<file path="src/rtl/ws2812_strip_driver.sv">
// ws2812_strip_driver: frame-buffered WS2812 chain serialiser with brightness scaling and latch gap
module ws2812_strip_driver #(
  parameter int NUM_LEDS     = 8,
  parameter int T_BIT        = 60,
  parameter int T0H          = 19,
  parameter int T1H          = 38,
  parameter int RESET_CYCLES = 2880,
  parameter int AW           = (NUM_LEDS > 1) ? $clog2(NUM_LEDS) : 1
) (
  input  logic          clk,
  input  logic          rst,
  input  logic          wr_en,
  input  logic [AW-1:0] wr_addr,
  input  logic [23:0]   wr_rgb,
  input  logic [7:0]    brightness,
  input  logic          start,
  output logic          busy,
  output logic          done,
  output logic          data_out
);
  localparam int TW = $clog2(T_BIT + 1);
  localparam int GW = $clog2(RESET_CYCLES + 1);
  typedef enum logic [1:0] {IDLE, LOAD, BIT, GAP} state_e;
  state_e        state_q, state_d;
  logic [23:0]   pix_q [2**AW];
  logic [23:0]   sr_q, sr_d, pix;
  logic [4:0]    bit_cnt_q, bit_cnt_d;
  logic [TW-1:0] bit_timer_q, bit_timer_d;
  logic [GW-1:0] gap_cnt_q, gap_cnt_d;
  logic [AW-1:0] led_idx_q, led_idx_d;
  logic [7:0]    bright_q, bright_d;
  logic          from_rst_q, from_rst_d;
  logic          done_q, done_d;
  function automatic logic [7:0] scl(input logic [7:0] c, input logic [7:0] b);
    return 8'((16'(c) * (16'(b) + 16'd1)) >> 8);
  endfunction
  always_ff @(posedge clk)
    if (wr_en && int'(wr_addr) < NUM_LEDS) pix_q[wr_addr] <= wr_rgb;
  assign pix = pix_q[led_idx_q];
  // gap entered from reset must not report a completed frame
  always_ff @(posedge clk or posedge rst)
    if (rst) begin
      state_q     <= GAP;
      sr_q        <= '0;
      bit_cnt_q   <= '0;
      bit_timer_q <= '0;
      gap_cnt_q   <= '0;
      led_idx_q   <= '0;
      bright_q    <= '0;
      from_rst_q  <= 1'b1;
      done_q      <= 1'b0;
    end else begin
      state_q     <= state_d;
      sr_q        <= sr_d;
      bit_cnt_q   <= bit_cnt_d;
      bit_timer_q <= bit_timer_d;
      gap_cnt_q   <= gap_cnt_d;
      led_idx_q   <= led_idx_d;
      bright_q    <= bright_d;
      from_rst_q  <= from_rst_d;
      done_q      <= done_d;
    end
  always_comb begin
    state_d     = state_q;
    sr_d        = sr_q;
    bit_cnt_d   = bit_cnt_q;
    bit_timer_d = bit_timer_q;
    gap_cnt_d   = gap_cnt_q;
    led_idx_d   = led_idx_q;
    bright_d    = bright_q;
    from_rst_d  = from_rst_q;
    done_d      = 1'b0;
    case (state_q)
      IDLE: if (start) begin
        bright_d  = brightness;
        led_idx_d = '0;
        state_d   = LOAD;
      end
      LOAD: begin
        sr_d        = {scl(pix[15:8], bright_q), scl(pix[23:16], bright_q), scl(pix[7:0], bright_q)};
        bit_cnt_d   = 5'd23;
        bit_timer_d = '0;
        state_d     = BIT;
      end
      BIT: if (bit_timer_q == TW'(T_BIT - 1)) begin
        bit_timer_d = '0;
        if (bit_cnt_q != 5'd0) begin
          sr_d      = sr_q << 1;
          bit_cnt_d = bit_cnt_q - 5'd1;
        end else if (led_idx_q != AW'(NUM_LEDS - 1)) begin
          led_idx_d = led_idx_q + AW'(1);
          state_d   = LOAD;
        end else begin
          gap_cnt_d  = '0;
          from_rst_d = 1'b0;
          state_d    = GAP;
        end
      end else bit_timer_d = bit_timer_q + TW'(1);
      GAP: if (gap_cnt_q == GW'(RESET_CYCLES - 1)) begin
        done_d  = !from_rst_q;
        state_d = IDLE;
      end else gap_cnt_d = gap_cnt_q + GW'(1);
      default: state_d = GAP;
    endcase
  end
  assign busy     = state_q != IDLE;
  assign done     = done_q;
  assign data_out = (state_q == BIT) && (bit_timer_q < (sr_q[23] ? TW'(T1H) : TW'(T0H)));
endmodule

</file>
<file path="config.mk">
export PLATFORM = sky130hd
export DESIGN_NAME = ws2812_strip_driver
export DESIGN_NICKNAME = d
export VERILOG_FILES = /design/src/rtl/ws2812_strip_driver.sv
export SDC_FILE = /design/constraint.sdc
export NUM_CORES = 1
export LEC_CHECK = 0
export ABC_AREA = 1
export BUFFER_PORTS_ARGS = -buffer_cell sky130_fd_sc_hd__buf_2
export CAP_MARGIN = 20
export CORE_MARGIN = 2
export CORE_UTILIZATION = 60
export DETAILED_ROUTE_END_ITERATION = 16
export PLACE_DENSITY = 0.84
export SETUP_SLACK_MARGIN = 0.15
export SYNTH_ARGS = -nofsm -noshare
export SYNTH_HDL_FRONTEND = slang
export SYNTH_SLANG_ARGS = --single-unit
</file>
<file path="constraint.sdc">
create_clock -name clk -period 9.1 [get_ports clk]
set_input_delay 0.91 -clock clk [delete_from_list [all_inputs] [get_ports clk]]
set_output_delay 0.91 -clock clk [all_outputs]
set_load 0.05 [all_outputs]
</file>
# After elaboration in Yosys (flattened, before gate mapping)
# Memory sizes are Yosys's and may differ from the RTL's.
# Cells that the tools add are included.
# Widths: inputs -> output; s select.
# totals
inputBits,39
memories,1
ram_bits,192
elab_cells,78
regBits,62
output_inout_bits,3
# op_classes
n_eq_ne,14
muxes,29
add_sub_neg,5
reduce_logical,14
bitwise,2
mul,3
n_lt_le_gt_ge,1
# mem_list
memory,depth,width,read_ports,rd_ports_with_merged_regs,wr,line,source
pix_q,8,24,1,0,1,25,logic [23:0] pix_q [2**AW];
# ops
op,count
$mux 12,4
$mux 24,2
$pmux 24 s2,1
$mul 8x16->16,2
$pmux 12 s2,1
$mul 8x9->16,1
$ne 2x2->1 const B,8
$add 12x1->12 const B,1
$eq 12x12->1 const B,1
$mux 3,4
$mux 6,2
$pmux 6 s2,1
$mux 2,5
$mux 5,2
$pmux 5 s2,1
$reduce_and 5->1,2
$add 8x1->9 const B,1
$pmux 2 s4,1
$reduce_and 4->1,2
$reduce_bool 2->1,4
$add 6x1->6 const B,1
$eq 6x6->1 const B,1
$lt 6x6->1,1
$pmux 3 s2,1
13 further kinds,18

# Logic depth before layout (Yosys ltp)
# Gate-level depths: netlist (run 1).
# logic_depth
ltp_word,5
depth_mapped,28
mapped_depth_nobuf,24

# Worst setup path after synthesis (run 1)
# No wires, ideal clock.
# synth_timing
kind,register -> register
from,register led_idx_q[0]
to,register sr_q[7]
slack_ps,3839
period_less_slack_ps,5261
arrival_ps,5144
stages_incl_launch_ff,26
path_cell_list,dfrtp_1 buf_6 inv_6 buf_6 buf_6 clkbuf_1 nor2_1 o221ai_1 nand2_1 nor2_1 fa_1 fa_1 fa_1 inv_1 fa_1 inv_1 ha_1 a21oi_1 o21a_1 nor2_1 a2111oi_0 nand2_1 nand2_1 nand3_1 nand2_1 nand2_1
# synth_via
elab_chain_cells,3
# synth_lines
element,line,source
from (decl),30,"logic [AW-1:0] led_idx_q, led_idx_d;"
from (signal assigned),58,led_idx_q <= led_idx_d;
$mem_v2 8x24,n/a,
$mul 8x9->16,35,return 8'((16'(c) * (16'(b) + 16'd1)) >> 8);
$pmux 24 s2,73,case (state_q)
to (signal assigned),54,sr_q <= sr_d;
to (decl),26,"logic [23:0] sr_q, sr_d, pix;"
# No other way between the ends.
# A chain may end at the register's enable or synchronous reset.

# Final worst setup path (run 1)
# layout_timing
from,register led_idx_q[0]
to,register sr_q[15]
# layout_via
elab_chain_cells,3
# layout_lines
element,line
$mem_v2 8x24,n/a
$mul 8x16->16,35
$pmux 24 s2,73
# No other way between the ends.

==> results.ini, run 1 <==
[clock_tree]
postCtsSetupRepairBufs=0
cts_tree=built
clk_latency_ps=540
cts_max_path_buffers=3
cts_hold_buf=0
post_cts_resized=0
htree_levels=1
cts_sinks=254
cts-buffers-inserted=26
clk_pin_slew_ps=60
cts-root-buf=clkbuf_16

[timing]
max_slew_margin_pct=42.1
hold_violations=0
rsz0062_at_grt=no
period_needed_ps=6310
setup_tns_ps=0
skew_ps=17.2
max_freq_ghz=0.158
max_slew.worst_pin.slew_ps=868
fin_crit_sh_pct=69.4
drv_slew=0
setup_violations=0

[synth]
synth_seq_area_share_pct=42.1
synth_top_area_cell=edfxtp_1
synth.cell_area_um2=17400
syn-num-nets=2136
yosys.area_share.simple_pct=17.6
synth-adder-area-share_pct=21.8
synth_xor_area_share_pct=1.31
synth_compound_gate_area_share_pct=8.55
synth_area_leaders=edfxtp_1 (33%), fa_1 (14%), dfrtp_1 (8.5%)
avgSynthCellArea_um2=9.31
synth-main-ff-cell=edfxtp_1
synth_top_area_share_pct=33.2
netlist_instances=1866
synthArstFlopShare_pct=24.4
synth_top_family_by_area=adder cells
ys_types=51
synth_warnings=0
synthMuxAreaShare_pct=0.324
ys_ff_latch=254
synth_edf_count=192

[floorplanning]
pin_count=42
die_w_um=174
rows=62
die_h_um=174
core_um2=28600
initial_core_util_pct=60.7
dieArea_um2=30300

[finish]
n_fill_cell=2188
fin_nets=2157
area_growth_pct=7.70
fin_util_pct=65.4
final_common_cell=nor2_1
final_cell_mix=nor2_1 (310), nand2_1 (276), inv_1 (273), edfxtp_1 (192), fa_1 (120)
drive_gt1_share_pct=8.81
final_cells=2291

[global_routing]
antenna_found_initial=1
grt_use_total_pct=26.7
grt_start_max_net_pins=98
grt_pass1_wl_mm=65.6
grt_overflow=0
grt_pass1_vias=13500

[route]
num_vias=13100
vias_per_cell=5.70
drc=0
wl_per_cell_um=17.4
wirelength_mm=39.8
drtIter0Drc=1140
final_antenna_net_count=0
drt_pre_antenna_iters=6

[worst_setup_path]
worst-path-max-fanout=57
worstPathRequired_ps=9520
worstSetupPathType=flop to flop
start_kind=flop
end_kind=flop
arrival_ps=6740
reg2reg_setup_slack_ps=2790
r2r-end=sr_q[15]$_DFFE_PP0P_
r2r_cells=23
rr_startpoint=led_idx_q[0]$_DFFE_PP0P_

[place]
io_buffers=41
dpl.hpwl_mm=27.4
globalplace.congestion=0.882
placed_cells=2243

[flow_run]
drv_cap=0

[hold_path]
hp-class=flop to flop
hold_start=sr_q[15]$_DFFE_PP0P_
min_to=sr_q[15]$_DFFE_PP0P_
holdPathStages=2

[outcome]
status=completed

[pwr]
cellLeakagePower_uw=0.00849
ir_drop_uv=184
power_density_nw_per_um2=140

==> stage by stage <==
stage | hold WS [ps] | area [µm²] | total power [µW] | setup WS [ps]
after global routing | 497 | 18700 | 2730 | 2310
after floorplan | 444 | 17400 | 1530 | 3840
after global placement | 460 | 17900 | 1600 | 3020
after CTS | 493 | 18700 | 2640 | 2810
after detailed placement | 469 | 17900 | 1610 | 2860
final | 488 | 18700 | 2630 | 2790
==> cells by family after synthesis <==
group                    after synthesis
AND/OR/NAND/NOR                      734
buffers and inverters                357
AO/OA/AOI/OAI                        259
flip-flops                           254
adder cells (fa/ha/maj)              231
XOR/XNOR                              26
multiplexers                           5
==> Yosys cell counts, types with 4 or more instances <==
| master | count |
|---|---|
| buf_4 | 5 |
| a31oi_1 | 4 |
| clkbuf_1 | 38 |
| ha_1 | 111 |
| a21oi_1 | 66 |
| nand2_2 | 8 |
| o21ai_1 | 30 |
| nor4_1 | 4 |
| fa_1 | 120 |
| o221ai_1 | 13 |
| nor2_2 | 5 |
| o21ai_0 | 94 |
| nand2_1 | 276 |
| inv_1 | 274 |
| edfxtp_1 | 192 |
| buf_1 | 6 |
| o22ai_1 | 23 |
| nor2_4 | 6 |
| dfrtp_1 | 59 |
| nand4_1 | 6 |
| nand3_1 | 75 |
| mux2_2 | 5 |
| o21a_1 | 5 |
| nor2_1 | 318 |
| nand3_2 | 7 |
| xor2_1 | 15 |
| nor3_1 | 20 |
| buf_2 | 9 |
| buf_6 | 7 |
| xnor2_1 | 11 |
| inv_2 | 16 |
==> critical path: stages, from the launching register on <==
cell and delay [ps]:
dfrtp_2 860, buf_4 610, o21ai_0 200, o221ai_1 280
nand2_1 320, inv_2 130, nand2_1 80, fa_1 510
fa_1 500, inv_1 50, fa_1 470, inv_1 60
fa_1 530, inv_1 50, ha_1 230, a21oi_1 230
o21a_1 190, nor2_1 50, a2111oi_0 450, nand2_1 110
nand2_1 70, nand3_1 60, nand2_1 90, nand2_1 50
==> how the worst max path moves through the flow <==
stage	from	cells after the start	slack, ps	to
after floorplan	led_idx_q[0]$_DFFE_PP0P_	25	3840	sr_q[7]$_DFFE_PP0P_
after global placement	led_idx_q[0]$_DFFE_PP0P_	23	3020	sr_q[15]$_DFFE_PP0P_
after detailed placement	led_idx_q[0]$_DFFE_PP0P_	23	2860	sr_q[7]$_DFFE_PP0P_
after CTS	led_idx_q[0]$_DFFE_PP0P_	23	2810	sr_q[7]$_DFFE_PP0P_
after global routing	led_idx_q[0]$_DFFE_PP0P_	23	2310	sr_q[7]$_DFFE_PP0P_
final	led_idx_q[0]$_DFFE_PP0P_	23	2790	sr_q[15]$_DFFE_PP0P_
==> report_power, final <==
group          internal (µW)  switching [µW]  leakage, µW
sequential              1300            12.9      0.00252
clock                    598             440     0.000403
combinational           94.3             183      0.00557
==> layout make-up <==
type,instances,area [µm²],area share (%)
Tap cell,384,480,2.57
Timing Repair Buffer,58,333,1.78
Clock buffer,32,694,3.71
Clock inverter,15,129,0.689
Inverter,292,1100,5.90
Multi-Input combinational cell,1255,8650,46.2
Antenna cell,1,2.50,0.0134
Sequential cell,254,7320,39.1
==> metal layers <==
layer / share of wire, % / up-vias / routed length (µm) / GRT usage [%]
met4: 2.7 / 0 / 1080 / 8.72
li1: - / 6116 / - / -
met5: 0 / - / 0 / 0
met1: 40 / 6339 / 15900 / 33.9
met3: 7.2 / 91 / 2880 / 4.22
met2: 50 / 519 / 19900 / 46.8
==> flip-flops by register name, summed over array words and instances, names as in the netlist <==
name         count
done             1
gap_cnt_q       12
led_idx_q        3
sr_q            24
bright_q         8
state_q          2
pix_q          192
bit_timer_q      6
from_rst_q       1
bit_cnt_q        5
Power figures use the tool's default switching activity.
==> inputs of run 2 (changes only) <==
--- a/config.mk
+++ b/config.mk
@@ -9,9 +9,9 @@
 export BUFFER_PORTS_ARGS = -buffer_cell sky130_fd_sc_hd__buf_2
 export CAP_MARGIN = 20
 export CORE_MARGIN = 2
-export CORE_UTILIZATION = 60
+export CORE_UTILIZATION = 58
 export DETAILED_ROUTE_END_ITERATION = 16
-export PLACE_DENSITY = 0.84
+export PLACE_DENSITY = 0.85
 export SETUP_SLACK_MARGIN = 0.15
 export SYNTH_ARGS = -nofsm -noshare
 export SYNTH_HDL_FRONTEND = slang
==> constraint.sdc (replaced) <==
create_clock -name clk -period 5.5 [get_ports clk]
set_input_delay 0.55 -clock clk [delete_from_list [all_inputs] [get_ports clk]]
set_output_delay 0.55 -clock clk [all_outputs]
set_load 0.05 [all_outputs]
==> results.ini, run 2 (synthesis gave the netlist of run 1 again) <==
[worst_setup_path]
r2r-end=sr_q[6]$_DFFE_PP0P_
rr_startpoint=led_idx_q[0]$_DFFE_PP0P_
worstSetupPathType=flop to flop
slowest_delay_ps=560
worst-path-max-fanout=14
r2r_cells=23
start_kind=flop
worstPathRequired_ps=5880
crit_chain=buf_12, o21ai_0, o22ai_2, nand2_1, nand2_2, inv_4, nor2_1, fa_1, fa_1, fa_1, inv_1, fa_1, inv_1, ha_1, buf_4, nand2_1, o21ai_1, a221oi_2, nand2_1, nand2_1, nand3_1, nand2_1, o21ai_1
path_delay_family=adder cells
path_buf_inv=5
slowest_stage=fa_1
reg2reg_setup_slack_ps=260
arrival_ps=5620
crit_top_cell=nand2_1
end_kind=flop

[timing]
skew_ps=26.5
max_slew_margin_pct=42.1
drv_slew=0
max_freq_ghz=0.191
fin_crit_sh_pct=95.2
setup_tns_ps=0
hold_violations=0
rsz0062_at_grt=yes
max_slew.worst_pin.slew_ps=866
fin_ws_ps=264
setup_violations=0
period_needed_ps=5240

[route]
wirelength_mm=42.8
drt_pre_antenna_iters=5
drtIter0Drc=1571
drc=0
vias_per_cell=5.81
final_antenna_net_count=0
wl_per_cell_um=18.2
num_vias=13700

[floorplanning]
core_um2=29600
rows=63
pin_count=42
die_w_um=177
dieArea_um2=31400
initial_core_util_pct=58.8
die_h_um=177

[clock_tree]
cts-buffers-inserted=27
cts-root-buf=clkbuf_16
cts_tree=built
htree_levels=1
cts_sinks=254
cts_max_path_buffers=3
clk_pin_slew_ps=60
clk_latency_ps=550

[place]
globalplace.congestion=0.933
io_buffers=41
dpl.hpwl_mm=28.1
place_ws_ps=96.2
dpl-instance-area_um2=18300

[pwr]
power_density_nw_per_um2=229
switching_power_uw=1100
p_clk_share_pct=40.6
cellLeakagePower_uw=0.00887
power_uw=4470
internal-power_uw=3370
seq_power_share_pct=48.6
switching_share_pct=24.7
pwr-share-comb_pct=10.9
ir_drop_uv=387

[finish]
largestRegisters=pix_q x192, sr_q x24, gap_cnt_q x12
final_cell_mix=nor2_1 (306), inv_1 (271), nand2_1 (264), edfxtp_1 (192), fa_1 (120)
n_fill_cell=2137
fin_nets=2217
drive_gt1_share_pct=13.5
largest_register=pix_q
final_common_cell=nor2_1
largest_reg_flops=192
stdcell_area_um2=19500
area_growth_pct=12.4
fin_util_pct=66.1
n_antenna_cell=0

[global_routing]
grt_overflow=0
grt_pass1_vias=13900
antenna_found_initial=2
grt_pass1_wl_mm=67.9
grt_use_total_pct=27.2
grt_start_max_net_pins=63

[hold_path]
min_to=bright_q[7]$_DFFE_PP0P_
hp-class=input pin to flop
hold_start=brightness[7]
holdPathStages=2

[outcome]
status=completed

[flow_run]
drv_cap=0

==> run 2: changes by cell type in the layout (fill, tap and decap cells not counted), moves of 6 or more <==
| cell | delta |
|---|---|
| a21oi_1 | -6 |
| a21oi_2 | +6 |
| buf_12 | +8 |
| buf_4 | +43 |
| nand2_1 | -12 |
| nand2_2 | +12 |
==> run 2: how the worst max path moves through the flow <==
stage	from	endpoint	cells after the start
final	led_idx_q[0]$_DFFE_PP0P_	sr_q[6]$_DFFE_PP0P_	23
after global routing	led_idx_q[0]$_DFFE_PP0P_	sr_q[15]$_DFFE_PP0P_	24
after CTS	led_idx_q[0]$_DFFE_PP0P_	sr_q[15]$_DFFE_PP0P_	25
after detailed placement	led_idx_q[0]$_DFFE_PP0P_	sr_q[7]$_DFFE_PP0P_	21
after global placement	led_idx_q[0]$_DFFE_PP0P_	sr_q[15]$_DFFE_PP0P_	25
after floorplan	led_idx_q[0]$_DFFE_PP0P_	sr_q[7]$_DFFE_PP0P_	25
==> run 2: cell type report <==
class | instances | area [µm²] | share of cell area (%)
Sequential cell | 254 | 7320 | 37.5
Timing Repair Buffer | 113 | 912 | 4.67
Clock inverter | 21 | 204 | 1.04
Inverter | 292 | 1120 | 5.72
Multi-Input combinational cell | 1255 | 8770 | 44.9
Clock buffer | 29 | 683 | 3.50
Timing Repair inverter | 4 | 42.5 | 0.218
Tap cell | 390 | 488 | 2.50
==> run 2: metal layers <==
metal  routed length, µm  vias to the layer above  track usage, %
li1                    -                     6233               -
met1               16200                     6586            33.8
met2               21200                      747            47.5
met3                3670                      141            4.42
met4                1680                        4            10.8
met5                  22                        -               0
==> run 2: power by group through the flow <==
stage / Clock (µW) / Sequential (µW) / Combinational (µW)
finish: 1820 / 2170 / 485
global route: 1910 / 2180 / 554
CTS: 1830 / 2170 / 468
detailed placement: 0 / 2210 / 463
global placement: 0 / 2200 / 447
floorplan: 0 / 2200 / 322
==> run 2: stage by stage <==
stage                     hold WS [ps]  std cells
after global routing               238       2358
final                              230       2358
after CTS                          233       2336
after floorplan                    444       1866
after detailed placement           464       2285
after global placement             458       2285
==> run 2: timing repair <==
item / CTS / global route
resized for setup: 6 / 47
buffers inserted: 0 / 17
hold buffers: 0 / 0
setup endpoints to repair: 3 / 18
pin swaps: 0 / 7
gates cloned: 1 / 5
==> inputs of run 3 (changes only) <==
==> constraint.sdc (replaced) <==
create_clock -name clk -period 4.6 [get_ports clk]
set_input_delay 0.46 -clock clk [delete_from_list [all_inputs] [get_ports clk]]
set_output_delay 0.46 -clock clk [all_outputs]
set_load 0.05 [all_outputs]
==> results.ini, run 3 (synthesis gave the netlist of run 1 again) <==
[worst_setup_path]
worstSetupPathType=flop to flop
slowest_delay_ps=540
slowest_stage=fa_1
worst-path-max-fanout=7
end_kind=flop
crit_top_cell=fa_1
arrival_ps=5540
worstPathRequired_ps=5020
start_kind=flop

[floorplanning]
rows=63
die_h_um=177
die_w_um=177
dieArea_um2=31400
pin_count=42
initial_core_util_pct=58.8
core_um2=29600

[clock_tree]
cts_max_path_buffers=3
cts-root-buf=clkbuf_16
cts_tree=built
clk_latency_ps=570
htree_levels=1
clk_pin_slew_ps=70
cts_sinks=254
cts_hold_buf=0
cts-buffers-inserted=27

[finish]
largest_register=pix_q
area_growth_pct=29.4
regArea_um2=7320
n_fill_cell=1598
final_cell_mix=inv_1 (247), nand2_1 (224), nor2_1 (218), edfxtp_1 (192), buf_4 (177)
final_common_cell=inv_1
largest_reg_flops=192
fin_nets=2378
fin_util_pct=76.1
n_antenna_cell=0
final_cells=2519
drive_gt1_share_pct=32.7
multi_input_area_um2=10200
largestRegisters=pix_q x192, sr_q x24, gap_cnt_q x12

[pwr]
cellLeakagePower_uw=0.00989
p_clk_share_pct=38.4
seq_power_share_pct=45.0
switching_share_pct=28.0
power_density_nw_per_um2=257
ir_drop_uv=358
pwr-share-comb_pct=16.6
switching_power_uw=1620
power_uw=5790
internal-power_uw=4170

[place]
io_buffers=41
place_ws_ps=-441
dpl.hpwl_mm=31.7
placed_cells=2403
globalplace.congestion=0.939

[global_routing]
grt_overflow=0
grt_util_met3_pct=5.41
busiest_layer=met2
grt_use_total_pct=31.8
grt_pass1_wl_mm=78.0
antenna_found_initial=2
gr-usage-met2_pct=56.2
grt_start_max_net_pins=35
use_met1_pct=37.3
grt_pass1_vias=15400

[outcome]
status=complete, but fails checks
violations=negative hold slack, negative setup slack

[route]
drc=0
vias_per_cell=6.03
num_vias=15200
drt_pre_antenna_iters=6
final_antenna_net_count=0
wirelength_mm=54.5
wl_per_cell_um=21.6
drtIter0Drc=2055

[timing]
whs_ps=-24.0
fin_ws_ps=-529
hold_violations=25
drv_slew=0
setup_violations=24
max_slew.worst_pin.slew_ps=1050
max_slew_margin_pct=29.0
max_freq_ghz=0.195
fin_crit_sh_pct=111
rsz0062_at_grt=yes
skew_ps=12.2
period_needed_ps=5130

[hold_path]
hp-class=input pin to async pin

[flow_run]
drv_cap=0

-- run 3: cell count changes in the layout (fill, tap and decap cells not counted), moves of 22 or more --
cell     before  now
o21ai_0      89   30
nand2_1     264  224
ha_4          0   22
buf_4        60  177
nor2_4        7   30
buf_6         1   33
nor2_1      306  218
o21ai_2       4   29
inv_1       271  247
ha_1        111   87
nor2_2       16   81
-- run 3: power groups by stage --
| stage | logic (µW) | clock network (µW) | registers, µW |
|---|---|---|---|
| final | 959 | 2220 | 2610 |
| after global routing | 1050 | 2290 | 2610 |
| after CTS | 786 | 2140 | 2600 |
| after detailed placement | 696 | 0 | 2640 |
| after global placement | 670 | 0 | 2640 |
| after floorplan | 461 | 0 | 2630 |
-- run 3: routing by layer --
| metal | wire [µm] | up-vias |
|---|---|---|
| met4 | 3220 | 0 |
| met3 | 5120 | 287 |
| met1 | 18600 | 7262 |
| met2 | 27500 | 1076 |
| met5 | 0 | - |
| li1 | - | 6572 |
-- run 3: worst max-delay path: cells and delay by family, from the launching register on --
kind,cells,cell delay [ps]
AO/OA/AOI/OAI,6,960
adder cells (fa/ha/maj),5,2330
buffers and inverters,8,740
flip-flops,1,450
AND/OR/NAND/NOR,6,500
-- run 3: cell type report --
class                           instances  area share, %
Inverter                              292           5.19
Clock buffer                           29           3.04
Timing Repair Buffer                  275           10.6
Multi-Input combinational cell       1255           45.4
Clock inverter                         21          0.840
Timing Repair inverter                  3          0.184
Sequential cell                       254           32.6
Tap cell                              390           2.17
-- run 3: stage by stage --
| stage | cell area, µm² | TNS [ps] | hold slack, ps |
|---|---|---|---|
| CTS | 21300 | -3870 | 2.35 |
| finish | 22500 | -8390 | -24.0 |
| detailed placement | 19500 | -6500 | 460 |
| global route | 22500 | -12910 | 23.4 |
| global placement | 19500 | -4190 | 459 |
| floorplan | 17800 | -462 | 444 |
-- run 3: final timing paths --
path | to | from | slack [ps] | cells after the start
worst max-delay path | sr_q[6]$_DFFE_PP0P_ | led_idx_q[0]$_DFFE_PP0P_ | -530 | 25
worst min-delay path | led_idx_q[1]$_DFFE_PP0P_ | rst | -20 | 2
worst max register to register | sr_q[6]$_DFFE_PP0P_ | led_idx_q[0]$_DFFE_PP0P_ | -530 | 25
worst min register to register | sr_q[3]$_DFFE_PP0P_ | sr_q[3]$_DFFE_PP0P_ | 470 | 2
max in group asynchronous | bright_q[4]$_DFFE_PP0P_ | rst | 3650 | 3
min in group clk | bright_q[6]$_DFFE_PP0P_ | brightness[6] | 130 | 2
-- run 3: timing repair --
action,4_1_cts,5_1_grt
pin swaps,48,93
buffers inserted,33,25
resized for setup,197,241
gates cloned,5,3
endpoints found under the setup margin,24,24
